`src/rtl/dac_pkg.sv`:
```
// Shared definitions for the PmodDA2 serializer: FSM states, frame geometry
// and the DAC121S101 power-down mode encodings.
package dac_pkg;

    typedef enum logic [1:0] {
        IDLE  = 2'd0,
        SHIFT = 2'd1,
        GAP   = 2'd2
    } state_t;

    localparam int FRAME_BITS = 16;
    localparam int DATA_W     = 12;

    localparam logic [1:0] PD_NORMAL = 2'b00;
    localparam logic [1:0] PD_1K     = 2'b01;
    localparam logic [1:0] PD_100K   = 2'b10;
    localparam logic [1:0] PD_HIZ    = 2'b11;

    function automatic logic [FRAME_BITS-1:0] make_frame(
        input logic [1:0]        pd,
        input logic [DATA_W-1:0] data
    );
        return {2'b00, pd, data};
    endfunction

endpackage

```
`src/rtl/pmod_da2_sclk_gen.sv`:
```
// SCLK generator: registered serial clock idling high, plus strobes marking
// the clock edges on which SCLK falls or rises.
module pmod_da2_sclk_gen #(
    parameter int CLK_DIV = 4
) (
    input  logic clk,
    input  logic rst,
    input  logic en,
    output logic sclk,
    output logic rise_tick,
    output logic fall_tick
);

    localparam int CNT_W = (CLK_DIV > 1) ? $clog2(CLK_DIV) : 1;
    localparam logic [CNT_W-1:0] CNT_MAX = CNT_W'(CLK_DIV - 1);

    logic [CNT_W-1:0] cnt_r;
    logic             sclk_r;
    logic             wrap_s;

    // The strobes are valid on the edge where SCLK is about to toggle.
    assign wrap_s    = en && (cnt_r == CNT_MAX);
    assign fall_tick = wrap_s && sclk_r;
    assign rise_tick = wrap_s && !sclk_r;
    assign sclk      = sclk_r;

    // Half-period counter and SCLK register; disabled means parked high.
    always_ff @(posedge clk) begin
        if (rst) begin
            cnt_r  <= {CNT_W{1'b0}};
            sclk_r <= 1'b1;
        end else if (!en) begin
            cnt_r  <= {CNT_W{1'b0}};
            sclk_r <= 1'b1;
        end else if (wrap_s) begin
            cnt_r  <= {CNT_W{1'b0}};
            sclk_r <= ~sclk_r;
        end else begin
            cnt_r  <= cnt_r + {{(CNT_W-1){1'b0}}, 1'b1};
        end
    end

endmodule

```
`src/rtl/pmod_da2_serializer.sv`:
```
// Dual-channel PmodDA2 serializer: latches a sample pair on VALID/READY and
// shifts two 16-bit frames MSB-first under shared SCLK/SYNCn.
module pmod_da2_serializer
    import dac_pkg::*;
#(
    parameter int CLK_DIV   = 4,
    parameter int SYNC_HIGH = 4
) (
    input  logic              Clk,
    input  logic              Rst,
    input  logic              VALID,
    output logic              READY,
    input  logic [DATA_W-1:0] DATAINA,
    input  logic [DATA_W-1:0] DATAINB,
    input  logic [1:0]        PD,
    output logic              DONE,
    output logic              SCLK,
    output logic              SYNCn,
    output logic              DINA,
    output logic              DINB
);

    localparam int GAP_W = $clog2(SYNC_HIGH + 1);
    localparam logic [GAP_W-1:0] GAP_MAX  = GAP_W'(SYNC_HIGH - 1);
    localparam logic [4:0]       BITS_END = 5'(FRAME_BITS);

    state_t                 state_r, state_next_s;
    logic [4:0]             bit_cnt_r, bit_cnt_next_s;
    logic [GAP_W-1:0]       gap_cnt_r, gap_cnt_next_s;
    logic [FRAME_BITS-1:0]  sh_a_r, sh_a_next_s, sh_b_r, sh_b_next_s;
    logic [FRAME_BITS-1:0]  frame_a_s, frame_b_s;
    logic                   ready_r, ready_next_s;
    logic                   done_r, done_next_s;
    logic                   sync_n_r, sync_n_next_s;
    logic                   dina_r, dina_next_s;
    logic                   dinb_r, dinb_next_s;
    logic                   sclk_en_s, rise_tick_s, fall_tick_s;

    assign frame_a_s = make_frame(PD, DATAINA);
    assign frame_b_s = make_frame(PD, DATAINB);
    assign sclk_en_s = (state_r == SHIFT);

    pmod_da2_sclk_gen #(
        .CLK_DIV (CLK_DIV)
    ) u_sclk_gen (
        .clk       (Clk),
        .rst       (Rst),
        .en        (sclk_en_s),
        .sclk      (SCLK),
        .rise_tick (rise_tick_s),
        .fall_tick (fall_tick_s)
    );

    // Next-state and next-output logic; outputs are registered from these.
    always_comb begin
        state_next_s   = state_r;
        bit_cnt_next_s = bit_cnt_r;
        gap_cnt_next_s = gap_cnt_r;
        sh_a_next_s    = sh_a_r;
        sh_b_next_s    = sh_b_r;
        ready_next_s   = ready_r;
        done_next_s    = 1'b0;
        sync_n_next_s  = sync_n_r;
        dina_next_s    = dina_r;
        dinb_next_s    = dinb_r;
        case (state_r)
            IDLE: begin
                ready_next_s  = 1'b1;
                sync_n_next_s = 1'b1;
                dina_next_s   = 1'b0;
                dinb_next_s   = 1'b0;
                if (VALID && ready_r) begin
                    state_next_s   = SHIFT;
                    ready_next_s   = 1'b0;
                    sync_n_next_s  = 1'b0;
                    bit_cnt_next_s = 5'd0;
                    dina_next_s    = frame_a_s[FRAME_BITS-1];
                    dinb_next_s    = frame_b_s[FRAME_BITS-1];
                    sh_a_next_s    = {frame_a_s[FRAME_BITS-2:0], 1'b0};
                    sh_b_next_s    = {frame_b_s[FRAME_BITS-2:0], 1'b0};
                end else begin
                    state_next_s = IDLE;
                end
            end
            SHIFT: begin
                if (fall_tick_s) begin
                    bit_cnt_next_s = bit_cnt_r + 5'd1;
                end else if (rise_tick_s) begin
                    // Rising edge after the 16th low phase closes the frame.
                    if (bit_cnt_r == BITS_END) begin
                        state_next_s   = GAP;
                        sync_n_next_s  = 1'b1;
                        done_next_s    = 1'b1;
                        dina_next_s    = 1'b0;
                        dinb_next_s    = 1'b0;
                        gap_cnt_next_s = {GAP_W{1'b0}};
                    end else begin
                        dina_next_s = sh_a_r[FRAME_BITS-1];
                        dinb_next_s = sh_b_r[FRAME_BITS-1];
                        sh_a_next_s = {sh_a_r[FRAME_BITS-2:0], 1'b0};
                        sh_b_next_s = {sh_b_r[FRAME_BITS-2:0], 1'b0};
                    end
                end else begin
                    state_next_s = SHIFT;
                end
            end
            GAP: begin
                if (gap_cnt_r == GAP_MAX) begin
                    state_next_s = IDLE;
                    ready_next_s = 1'b1;
                end else begin
                    gap_cnt_next_s = gap_cnt_r + {{(GAP_W-1){1'b0}}, 1'b1};
                end
            end
            default: begin
                state_next_s  = IDLE;
                ready_next_s  = 1'b1;
                sync_n_next_s = 1'b1;
                dina_next_s   = 1'b0;
                dinb_next_s   = 1'b0;
            end
        endcase
    end

    // State, counters, shift registers and pin registers.
    always_ff @(posedge Clk) begin
        if (Rst) begin
            state_r   <= IDLE;
            bit_cnt_r <= 5'd0;
            gap_cnt_r <= {GAP_W{1'b0}};
            sh_a_r    <= {FRAME_BITS{1'b0}};
            sh_b_r    <= {FRAME_BITS{1'b0}};
            ready_r   <= 1'b1;
            done_r    <= 1'b0;
            sync_n_r  <= 1'b1;
            dina_r    <= 1'b0;
            dinb_r    <= 1'b0;
        end else begin
            state_r   <= state_next_s;
            bit_cnt_r <= bit_cnt_next_s;
            gap_cnt_r <= gap_cnt_next_s;
            sh_a_r    <= sh_a_next_s;
            sh_b_r    <= sh_b_next_s;
            ready_r   <= ready_next_s;
            done_r    <= done_next_s;
            sync_n_r  <= sync_n_next_s;
            dina_r    <= dina_next_s;
            dinb_r    <= dinb_next_s;
        end
    end

    assign READY = ready_r;
    assign DONE  = done_r;
    assign SYNCn = sync_n_r;
    assign DINA  = dina_r;
    assign DINB  = dinb_r;

endmodule

```
`config.mk`:
```
export PLATFORM = sky130hd
export DESIGN_NAME = pmod_da2_serializer
export DESIGN_NICKNAME = d
export VERILOG_FILES = /design/src/rtl/dac_pkg.sv /design/src/rtl/pmod_da2_sclk_gen.sv /design/src/rtl/pmod_da2_serializer.sv
export SDC_FILE = /design/constraint.sdc
export NUM_CORES = 1
export LEC_CHECK = 0
export BUFFER_PORTS_ARGS = -buffer_cell sky130_fd_sc_hd__buf_2
export CORE_ASPECT_RATIO = 0.9
export CORE_UTILIZATION = 41
export CTS_BUF_LIST = sky130_fd_sc_hd__clkbuf_16
export DETAILED_ROUTE_END_ITERATION = 10
export GPL_TIMING_DRIVEN = 0
export PLACE_DENSITY = 0.7
export RECOVER_POWER = 25
export SETUP_SLACK_MARGIN = 0.1
export SLEW_MARGIN = 5
export SYNTH_ARGS = -nofsm -noshare
export SYNTH_HDL_FRONTEND = slang
export SYNTH_HIERARCHICAL = 1
export SYNTH_SLANG_ARGS = --single-unit
```
`constraint.sdc`:
```
create_clock -name Clk -period 2.8 [get_ports Clk]
set_input_delay 0.28 -clock Clk [delete_from_list [all_inputs] [get_ports Clk]]
set_output_delay 0.28 -clock Clk [all_outputs]
set_load 0.05 [all_outputs]
```
-- After elaboration in Yosys (flattened, before gate mapping)
Index checks and enable logic that the tools add are counted.
- muxes and demuxes: 40
- reduce and logical (&&, ||, !) cells: 18
- bitwise operators: 4
- add/subtract/negate cells: 3
- equal/unequal tests: 14
- operator list (kind ; number):
    two-way mux 16 bit ; 8
    case mux 16 bit (2 select lines) ; 2
    != test 2 bit, second input constant ; 8
    two-way mux 1 bit ; 13
    two-way mux 3 bit ; 4
    two-way mux 5 bit ; 2
    case mux 5 bit (2 select lines) ; 1
    AND reduction 5 bit ; 2
    AND reduction 3 bit ; 3
    two-way mux 2 bit ; 4
    case mux 1 bit (3 select lines) ; 2
    case mux 2 bit (3 select lines) ; 1
    case mux 3 bit (2 select lines) ; 1
    adder 5 x 1 -> 5 bit, second input constant ; 1
    equality test 5 bit, second input constant ; 1
    equality test 2 bit, second input constant ; 2
    logical AND 1 bit ; 4
    inverter 1 bit ; 4
    case mux 1 bit (2 select lines) ; 2
    AND reduction 4 bit ; 1
    nonzero test 2 bit ; 2
    OR reduction 4 bit ; 1
    adder 3 x 1 -> 3 bit, second input constant ; 1
    equality test 3 x 2 -> 1 bit, second input constant ; 1
    8 further kinds ; 8
- output and inout port bits: 6
- word-level logic and storage cells: 91
- register bits after elaboration: 50
- input port bits: 29

-- Logic depth before layout (Yosys ltp)
Gate-level depths: netlist (run 1).
- depth after elaboration: 6
- mapped depth: 11
- gate-level depth less buffers: 8

-- Cells and area by module
The synthesis (run 1) kept the hierarchy.
- by module, submodules not included (module ; instances ; cells each ; area an instance (µm²) ; seq. area each (µm²)):
    pmod_da2_serializer ; 1 ; 215 ; 2149.6 ; 900.9
    pmod_da2_sclk_gen ; 1 ; 11 ; 131.4 ; 60.1

-- Worst setup path before layout (run 1)
OpenSTA, ideal clock, no wires.
- kind: register -> register
- start: register state_r[1]
- end: register sh_b_r[12]
- path slack: 0.529 ns
- clock period less this slack: 2.271 ns
- stages on the path, launching flop included: 11
- required time: 2.685 ns
- arrival: 2.155 ns
- library setup time: 0.115 ns
- buffers on the path: 3
- cell sequence: dfxtp_1 -> nand2b_1 -> inv_2 -> buf_2 -> and3_2 -> nand4bb_1 -> buf_2 -> clkbuf_1 -> o221a_2 -> o21ai_1 -> a21bo_2
- word-level cells in the longest chain between the ends: 5
- elaborated cells on any way between the ends: 12
- those cells by class: 5 x eq/ne; 1 x mux; 6 x reduce/logical
- ends and longest elaborated chain (what ; line ; source):
    start: declaration ; pmod_da2_serializer.sv:27 ; state_t state_r, state_next_s;
    start signal: assignment ; pmod_da2_serializer.sv:139 ; state_r <= state_next_s;
    equality test 2 x 1 -> 1 bit ; pmod_da2_serializer.sv:41 ; assign sclk_en_s = (state_r == SHIFT);
    net sclk_en_s ; pmod_da2_serializer.sv:37 ; logic sclk_en_s, rise_tick_s, fall_tick_s;
    logical AND 1 bit ; pmod_da2_sclk_gen.sv:22 ; assign wrap_s = en && (cnt_r == CNT_MAX);
    logical AND 1 bit ; pmod_da2_sclk_gen.sv:23 ; assign fall_tick = wrap_s && sclk_r;
    net fall_tick_s ; pmod_da2_serializer.sv:37 ;
    != test 2 bit (no source line) ; - ;
    AND reduction 5 bit (no source line) ; - ;
    end signal: assignment ; pmod_da2_serializer.sv:132 ; sh_b_r <= {FRAME_BITS{1'b0}};
    end signal: assignment ; pmod_da2_serializer.sv:143 ; sh_b_r <= sh_b_next_s;
    end: declaration ; pmod_da2_serializer.sv:30 ; logic [FRAME_BITS-1:0] sh_a_r, sh_a_next_s, sh_b_r, sh_b_next_s;
The timed path passes the listed nets, and every way through them passes these cells.
A chain may end at the register's enable or synchronous reset.

-- Worst setup path after layout (run 1)
- start: register state_r[1]
- end: register sh_a_r[7]
- word-level cells in the longest chain between the ends: 5
- elaborated cells on any way between the ends: 12
- those cells by class: 5 x eq/ne; 1 x mux; 6 x reduce/logical
- ends and longest elaborated chain (what ; line ; source):
    equality test 2 x 1 -> 1 bit ; pmod_da2_serializer.sv:41 ;
    net sclk_en_s ; pmod_da2_serializer.sv:37 ;
    logical AND 1 bit ; pmod_da2_sclk_gen.sv:22 ;
    logical AND 1 bit ; pmod_da2_sclk_gen.sv:23 ;
    net fall_tick_s ; pmod_da2_serializer.sv:37 ;
    != test 2 bit (no source line) ; - ;
    AND reduction 5 bit (no source line) ; - ;
    end signal: assignment ; pmod_da2_serializer.sv:131 ; sh_a_r <= {FRAME_BITS{1'b0}};
    end signal: assignment ; pmod_da2_serializer.sv:142 ; sh_a_r <= sh_a_next_s;
    end: declaration ; pmod_da2_serializer.sv:30 ;
The timed path passes the listed nets, and every way through them passes these cells.

==> results.ini, run 1 <==
[min_path]
hold_class = in -> reg
whs_path_depth = 3

[power]
p_comb_share_pct = 16.4
ir_drop_mv = 0.235
p_int_w = 0.00121
power_frac_clock_pct = 35.3
p_per_area_nw_per_um2 = 611
report.power.total_w = 0.00163
swShare_pct = 25.9
power.sequential.fraction_pct = 48.3
leakage_nw = 1.14
p_sw_w = 0.000423

[cts]
cts_root_buf = clkbuf_16
cts_tree = yes
cts_max_level = 2
cts_buffers = 5
worst_skew_pair.late_latency_ns = 0.29
clock_sinks = 48
clk_pin_slew_ns = 0.07
cts_hold_buffers = 0
clockBufferDepth = 2
cts_setup_buffers = 0

[critical_path]
crit_fanout = 14
crit_chain = nand2b_2 > inv_2 > clkbuf_4 > and3_1 > nand4bb_1 > buf_2 > clkbuf_2 > o221a_2 > o21ai_1 > a21bo_1
slowest_stage = dfxtp_1
critPathLaunchType = flop
end_kind = flop
crit_type = reg -> reg
rr_worst_depth = 10
max_stage_delay_ns = 0.41
arrival_ns = 2.70
required_ns = 2.99

[yosys]
yosys_warnings = 6
synth-seq-area-share_pct = 42.1
ys_ff_latch = 48
syn_nets = 260
syn_area_per_cell_um2 = 10.1
synth_ff_type = dfxtp_1
synthCells = 226
async_flop_share_pct = 0
synth_enable_flop_cells = 0
syn-cell-area_um2 = 2280
ys_types = 46

[global_route]
track_usage_pct = 18.0
grt_pass1_wl_um = 8080
antenna_found_initial = 0
grt_max_degree = 15
grt_pass1_vias = 1787
grt-ovfl-total = 0

[floorplan]
rows = 25
boundaryPins = 35
die_h_um = 72.8
die_x_um = 80.6
design.core.area_um2 = 5320
initial_core_util_pct = 42.9
die_area_um2 = 5870

[placement]
pre_cts_ws_ns = 0.167
portBuffers = 34
gp_congestion = 0.764
dp_hpwl_um = 3420

[cells_and_area]
fillers = 506
diodes = 0
drive_above_1_share_pct = 31.7
finish.utilization_pct = 50.3
final_common_cell = dfxtp_1
fin_nets = 301
area_growth_pct = 17.2
register_area_um2 = 961
multi_input_comb_area_um2 = 1220
mostFrequentLayoutCells = dfxtp_1 (48), buf_2 (33), o221a_2 (22)

[timing]
fmax_ghz = 0.397
rsz0062_at_grt = false
worst_pin_slew_ns = 0.604
finalHoldViolations = 0
finalSetupViolCount = 0
period_share_pct = 89.9
clock_skew_ns = 0.00832
fin_ws_ns = 0.283
relSlewSlack_pct = 59.9
maxSlewViolCount = 0
final.setup.tns_ns = 0
min_period_ns = 2.52

[drt]
first_pass_iters = 4
num_vias = 1854
drt_iter0_drc = 77
viasPerCell = 5.53
wl_um = 4820
drcViolationCount = 0
wl_per_cell_um = 14.4
ant_nets = 0

[job]
timing.max_cap.violations = 0

[outcome]
outcome = finished, final reports clean

worst max-delay path, delay by kind of cell (launching register included):
kind / cells / cell delay [ns]
AND/OR/NAND/NOR: 3 / 0.69
flip-flops: 1 / 0.41
AO/OA/AOI/OAI: 3 / 0.61
buffers and inverters: 4 / 0.69
layout make-up:
class                      instances  share of cell area [%]
buffer                            14                    3.28
timing repair buffer              34                    6.09
multi-input combinational        159                    45.6
inverter                           5                   0.702
sequential                        48                    36.0
clock inverter                     3                   0.515
tap                               67                    3.14
clock buffer                       5                    4.68
through the flow:
stage / hold slack [ns] / cell area (um^2) / instances
after detailed placement: 0.436 / 2530 / 327
after global routing: 0.332 / 2670 / 335
after CTS: 0.316 / 2670 / 335
final: 0.314 / 2670 / 335
after floorplan: 0.354 / 2280 / 226
after global placement: 0.433 / 2530 / 327
synthesized netlist by cell type (all sizes together) (3+ instances only):
cell type / instances / area (um^2)
dfxtp: 48 / 961
o21ai: 31 / 155
a21bo: 22 / 220
o221a: 22 / 248
nor2: 13 / 48.8
a21oi: 10 / 53.8
buf: 9 / 63.8
nand2: 9 / 33.8
clkbuf: 5 / 18.8
ha: 5 / 62.6
inv: 5 / 18.8
a2bb2oi: 4 / 35.0
nand3: 4 / 20.0
a22oi: 3 / 22.5
nand4bb: 3 / 33.8
xor2: 3 / 26.3
logic make-up (layout without fill, tap and decap cells):
kind of cell	after synthesis	in the layout	synth area share, %
DFF	48	48	42.1
buffers and inverters	19	61	4.44
and+or+nand+nor	45	45	11.8
AOI/OAI and AO/OA	104	104	36.9
xor gates and xnor gates	5	5	1.92
adders and majority gates	5	5	2.74
metal layers:
metal | wire, um | global-route usage, %
met4 | 59 | 7.14
met1 | 2450 | 23.1
met5 | 0 | 0
met2 | 2140 | 29.5
met3 | 169 | 3.75
what timing repair did:
action                                  4_1_cts  5_1_grt
endpoints found under the hold margin         0        0
endpoints found under the setup margin        0       20
resized for setup                             0        6
worst paths after layout:
path                                        from                        endpoint  slack (ns)
hold reg to reg   u_sclk_gen/cnt_r[0]$_SDFF_PP0_  u_sclk_gen/cnt_r[0]$_SDFF_PP0_        0.45
hold / removal                        DATAINB[0]          sh_b_r[1]$_SDFFE_PP0P_        0.31
setup / recovery         state_r[1]$_SDFFE_PP0P_          sh_a_r[7]$_SDFFE_PP0P_        0.28
setup reg to reg         state_r[1]$_SDFFE_PP0P_          sh_a_r[7]$_SDFFE_PP0P_        0.28
registers in the layout, indices dropped and copies added, names as in the netlist:
name and flops:
READY 1, gap_cnt_r 3, sh_a_r 15, DINB 1
SYNCn 1, u_sclk_gen/sclk 1, DONE 1, state_r 2
u_sclk_gen/cnt_r 2, bit_cnt_r 5, DINA 1, sh_b_r 15
power groups by stage:
stage	clock, W	sequential (W)	combinational (W)
6_report	0.000576	0.000790	0.000268
2_1_floorplan	0	0.000801	0.000195
4_1_cts	0.000586	0.000789	0.000269
3_5_place_dp	0	0.000804	0.000268
5_1_grt	0.000612	0.000797	0.000298
3_3_place_gp	0	0.000801	0.000262
Note: power is estimated with default switching activity, not from simulation.
==> run 2: changes to the inputs <==
--- a/config.mk
+++ b/config.mk
@@ -6,12 +6,14 @@
 export NUM_CORES = 1
 export LEC_CHECK = 0
 export BUFFER_PORTS_ARGS = -buffer_cell sky130_fd_sc_hd__buf_2
+export CELL_PAD_IN_SITES_DETAIL_PLACEMENT = 0
+export CELL_PAD_IN_SITES_GLOBAL_PLACEMENT = 1
 export CORE_ASPECT_RATIO = 0.9
 export CORE_UTILIZATION = 41
 export CTS_BUF_LIST = sky130_fd_sc_hd__clkbuf_16
 export DETAILED_ROUTE_END_ITERATION = 10
 export GPL_TIMING_DRIVEN = 0
-export PLACE_DENSITY = 0.7
+export PLACE_DENSITY = 0.84
 export RECOVER_POWER = 25
 export SETUP_SLACK_MARGIN = 0.1
 export SLEW_MARGIN = 5
==> run 2 against run 1 <==
Sequential share of layout area about the same. Critical path depth unchanged. Routed wire length increased by 0.44%. Via count increased by 0.92%.
==> results.ini, run 2 (synthesis results as in run 1) <==
[outcome]
outcome = finished, final reports clean

[cts]
cts_buffers = 5
clk_pin_slew_ns = 0.06
cts_tree = yes
cts_max_level = 2
clockBufferDepth = 2
worst_skew_pair.late_latency_ns = 0.28
cts_root_buf = clkbuf_16
clock_sinks = 48
cts_setup_buffers = 0

[cells_and_area]
area_growth_pct = 17.1
drive_above_1_share_pct = 31.0
final_common_cell = dfxtp_1
diodes = 0
reg_top3 = sh_a_r (15), sh_b_r (15), bit_cnt_r (5)
mostFrequentLayoutCells = dfxtp_1 (48), buf_2 (33), o221a_2 (22)
fin_nets = 301

[drt]
drcViolationCount = 0
ant_nets = 0
first_pass_iters = 4
drt_iter0_drc = 120
num_vias = 1871
viasPerCell = 5.59
wl_per_cell_um = 14.5
wl_um = 4840

[global_route]
grt-ovfl-total = 0
track_usage_pct = 18.5
grt_max_degree = 15
antenna_found_initial = 0
grt_pass1_wl_um = 8310
grt_pass1_vias = 1828

[critical_path]
worstReg2RegEnd = sh_b_r[12]$_SDFFE_PP0P_
crit_type = reg -> reg
required_ns = 2.98
r2r_slack_ns = 0.23
end_kind = flop
crit_start = state_r[1]$_SDFFE_PP0P_
crit_chain = nand2b_2 > inv_2 > clkbuf_4 > and3_1 > nand4bb_1 > buf_2 > clkbuf_2 > o221a_2 > o21ai_1 > a21bo_2
critPathLaunchType = flop
rr_startpoint = state_r[1]$_SDFFE_PP0P_
arrival_ns = 2.75
rr_worst_depth = 10
critPathCapture = sh_b_r[12]$_SDFFE_PP0P_
slowest_stage = dfxtp_1
max_stage_delay_ns = 0.44
crit_fanout = 14

[timing]
finalSetupViolCount = 0
min_period_ns = 2.57
period_share_pct = 91.7
clock_skew_ns = 0.00339
worst_pin_slew_ns = 0.592
fmax_ghz = 0.390
relSlewSlack_pct = 60.7
fin_ws_ns = 0.233
maxSlewViolCount = 0
rsz0062_at_grt = true
finalHoldViolations = 0
final.setup.tns_ns = 0

[placement]
portBuffers = 34
dp_hpwl_um = 3390
pre_cts_ws_ns = 0.141
gp_congestion = 0.760

[floorplan]
die_x_um = 80.6
initial_core_util_pct = 42.9
die_area_um2 = 5870
design.core.area_um2 = 5320
rows = 25
boundaryPins = 35
die_h_um = 72.8

[power]
p_per_area_nw_per_um2 = 606
leakage_nw = 1.14
ir_drop_mv = 0.347

[job]
timing.max_cap.violations = 0

[min_path]
hold_class = in -> reg

[run 2: power by group]
group | internal (W) | switching [W]
sequential | 0.000751 | 0.0000373
clock | 0.000321 | 0.000239
combinational | 0.000135 | 0.000132
[run 2: layer usage]
layer	track usage, %	part of all wire, %
met3	5.13	3.0
met1	25.3	52
met5	0	0
met2	27.6	45
met4	6.94	0.78
[run 2: timing repair]
item | in CTS | in global routing
endpoints found under the setup margin | 0 | 20
gates resized for setup | 0 | 6
hold buffers | 0 | 0
[run 2: critical path: cells and delay by family, from the launching register on]
| family | cells | cell delay [ns] |
|---|---|---|
| flip-flops | 1 | 0.44 |
| buffers and inverters | 4 | 0.71 |
| AO/OA/AOI/OAI | 3 | 0.62 |
| AND/OR/NAND/NOR | 3 | 0.68 |
[run 2: worst min path at each step]
| stage | cells past startpoint | slack [ns] | start | end |
|---|---|---|---|---|
| 2_1_floorplan | 1 | 0.35 | Rst | u_sclk_gen/cnt_r[0]$_SDFF_PP0_ |
| 3_3_place_gp | 1 | 0.43 | u_sclk_gen/cnt_r[0]$_SDFF_PP0_ | u_sclk_gen/cnt_r[0]$_SDFF_PP0_ |
| 3_5_place_dp | 1 | 0.44 | u_sclk_gen/cnt_r[0]$_SDFF_PP0_ | u_sclk_gen/cnt_r[0]$_SDFF_PP0_ |
| 4_1_cts | 2 | 0.31 | Rst | u_sclk_gen/cnt_r[0]$_SDFF_PP0_ |
| 5_1_grt | 3 | 0.33 | DATAINB[0] | sh_b_r[1]$_SDFFE_PP0P_ |
| 6_report | 3 | 0.32 | DATAINB[0] | sh_b_r[1]$_SDFFE_PP0P_ |
[run 2: layout make-up]
| cell class | count | area [um^2] |
|---|---|---|
| fillers | 515 | 2650 |
| well taps | 67 | 83.8 |
| clock inverters | 3 | 11.3 |
| repair buffers | 34 | 163 |
| multi-input cells | 159 | 1220 |
| flip-flops and latches | 48 | 961 |
| inverters | 5 | 18.8 |
| plain buffers | 14 | 87.6 |
| clock buffers | 5 | 125 |
[run 2: per-stage QoR]
stage	total power, W	hold WS (ns)	area, um^2	utilization (%)	std cells
floorplan	0.000996	0.354	2280	-	226
global placement	0.00106	0.432	2530	47.7	327
detailed placement	0.00107	0.437	2530	47.7	327
CTS	0.00164	0.310	2670	50.2	335
global route	0.00170	0.330	2670	50.2	335
finish	0.00162	0.315	2670	50.2	335
==> run 3: changes to the inputs <==
==> constraint.sdc (replaced) <==
create_clock -name Clk -period 2.4 [get_ports Clk]
set_input_delay 0.24 -clock Clk [delete_from_list [all_inputs] [get_ports Clk]]
set_output_delay 0.24 -clock Clk [all_outputs]
set_load 0.05 [all_outputs]
==> run 3 against run 2 <==
Global-route usage is 0.11 points higher. Worst setup slack worse by 0.032 ns. Routed wire length is 0.83% higher. Largest power group unchanged. Largest cell class unchanged. Combinational power is 21% higher.
==> results.ini, run 3 (synthesis results as in run 1) <==
[outcome]
outcome = finished, final reports clean

[timing]
worst_pin_slew_ns = 0.592
fin_ws_ns = 0.201
period_share_pct = 91.6
maxSlewViolCount = 0
finalHoldViolations = 0
relSlewSlack_pct = 60.7
clock_skew_ns = 0.00343
rsz0062_at_grt = false
fmax_ghz = 0.455
finalSetupViolCount = 0
min_period_ns = 2.20

[placement]
dpl_cell_area_um2 = 2530
dpl.cell_count = 327
pre_cts_ws_ns = -0.259
portBuffers = 34
gp_congestion = 0.760
dp_hpwl_um = 3390

[cells_and_area]
mostFrequentLayoutCells = dfxtp_1 (46), buf_2 (32), o221a_2 (22)
finish.instance_area_um2 = 2750
diodes = 0
drive_above_1_share_pct = 34.2
area_growth_pct = 20.4
fin_cells = 339
fin_nets = 305
final_common_cell = dfxtp_1
reg_top3 = sh_a_r (15), sh_b_r (15), bit_cnt_r (5)
finish.utilization_pct = 51.6

[floorplan]
initial_core_util_pct = 42.9
design.core.area_um2 = 5320
die_area_um2 = 5870
rows = 25
boundaryPins = 35
die_x_um = 80.6
die_h_um = 72.8

[cts]
clk_pin_slew_ns = 0.06
cts_max_level = 2
clock_sinks = 48
worst_skew_pair.late_latency_ns = 0.29
cts_tree = yes
cts_root_buf = clkbuf_16
clockBufferDepth = 2
cts_buffers = 5

[critical_path]
crit_type = reg -> reg
arrival_ns = 2.38
end_kind = flop
critPathLaunchType = flop
rr_startpoint = state_r[1]$_SDFFE_PP0P_
required_ns = 2.58
crit_fanout = 14
crit_start = state_r[1]$_SDFFE_PP0P_

[job]
timing.max_cap.violations = 0

[global_route]
grt_max_degree = 15
grt-ovfl-total = 0
grt_pass1_wl_um = 8360
antenna_found_initial = 0
grt_pass1_vias = 1838
track_usage_pct = 18.6

[power]
ir_drop_mv = 0.413
leakage_nw = 1.17
p_per_area_nw_per_um2 = 693

[drt]
ant_nets = 0
drcViolationCount = 0
first_pass_iters = 4
num_vias = 1878
wl_um = 4880
viasPerCell = 5.54
wl_per_cell_um = 14.4
drt_iter0_drc = 123

[min_path]
hold_start = Rst
hold_class = in -> reg

==> run 3: final timing paths <==
kind	to	slack, ns	cells past startpoint
min	u_sclk_gen/cnt_r[0]$_SDFF_PP0_	0.27	2
max	sh_b_r[12]$_SDFFE_PP0P_	0.20	10
min reg2reg	u_sclk_gen/cnt_r[0]$_SDFF_PP0_	0.45	1
max reg2reg	sh_b_r[12]$_SDFFE_PP0P_	0.20	10
==> run 3: final cells by class <==
type                       count  area (um^2)
clock inverter                 3         11.3
tap                           67         83.8
inverter                       5         18.8
buffer                        14          103
clock buffer                   5          125
multi-input combinational    159         1250
sequential                    48          966
timing repair buffer          38          193
fill                         507         2570
==> run 3: report_power, final <==
part | internal (W) | switching [W]
clock network | 0.000375 | 0.000282
logic | 0.000164 | 0.000159
registers | 0.000876 | 0.0000455
==> run 3: critical path: stages (launching register included) <==
cell       delay (ns)
dfxtp_4          0.36
nand2b_4         0.13
inv_2            0.07
buf_6            0.15
and3_1           0.23
nand4bb_1        0.23
buf_6            0.17
buf_4            0.17
o221a_2          0.26
o21ai_1          0.11
a21bo_2          0.22
==> run 3: layer usage <==
layer  GRT usage [%]  wire length [um]
met2            28.2              2170
met3            5.13               172
met5               0                 0
met4            6.94                63
met1            25.1              2470
==> run 3: metrics by stage <==
step	power, W	setup TNS [ns]	hold WS (ns)
finish	0.00190	0	0.269
global placement	0.00124	-3.76	0.432
floorplan	0.00116	0	0.314
CTS	0.00191	0	0.270
global route	0.00200	0	0.290
detailed placement	0.00125	-4.26	0.437
==> run 3: what timing repair did <==
item / 4_1_cts / 5_1_grt
gates resized for setup: 13 / 7
hold buffers: 0 / 0
buffers inserted: 0 / 4
pin swaps: 1 / 1
setup endpoints to repair: 27 / 20
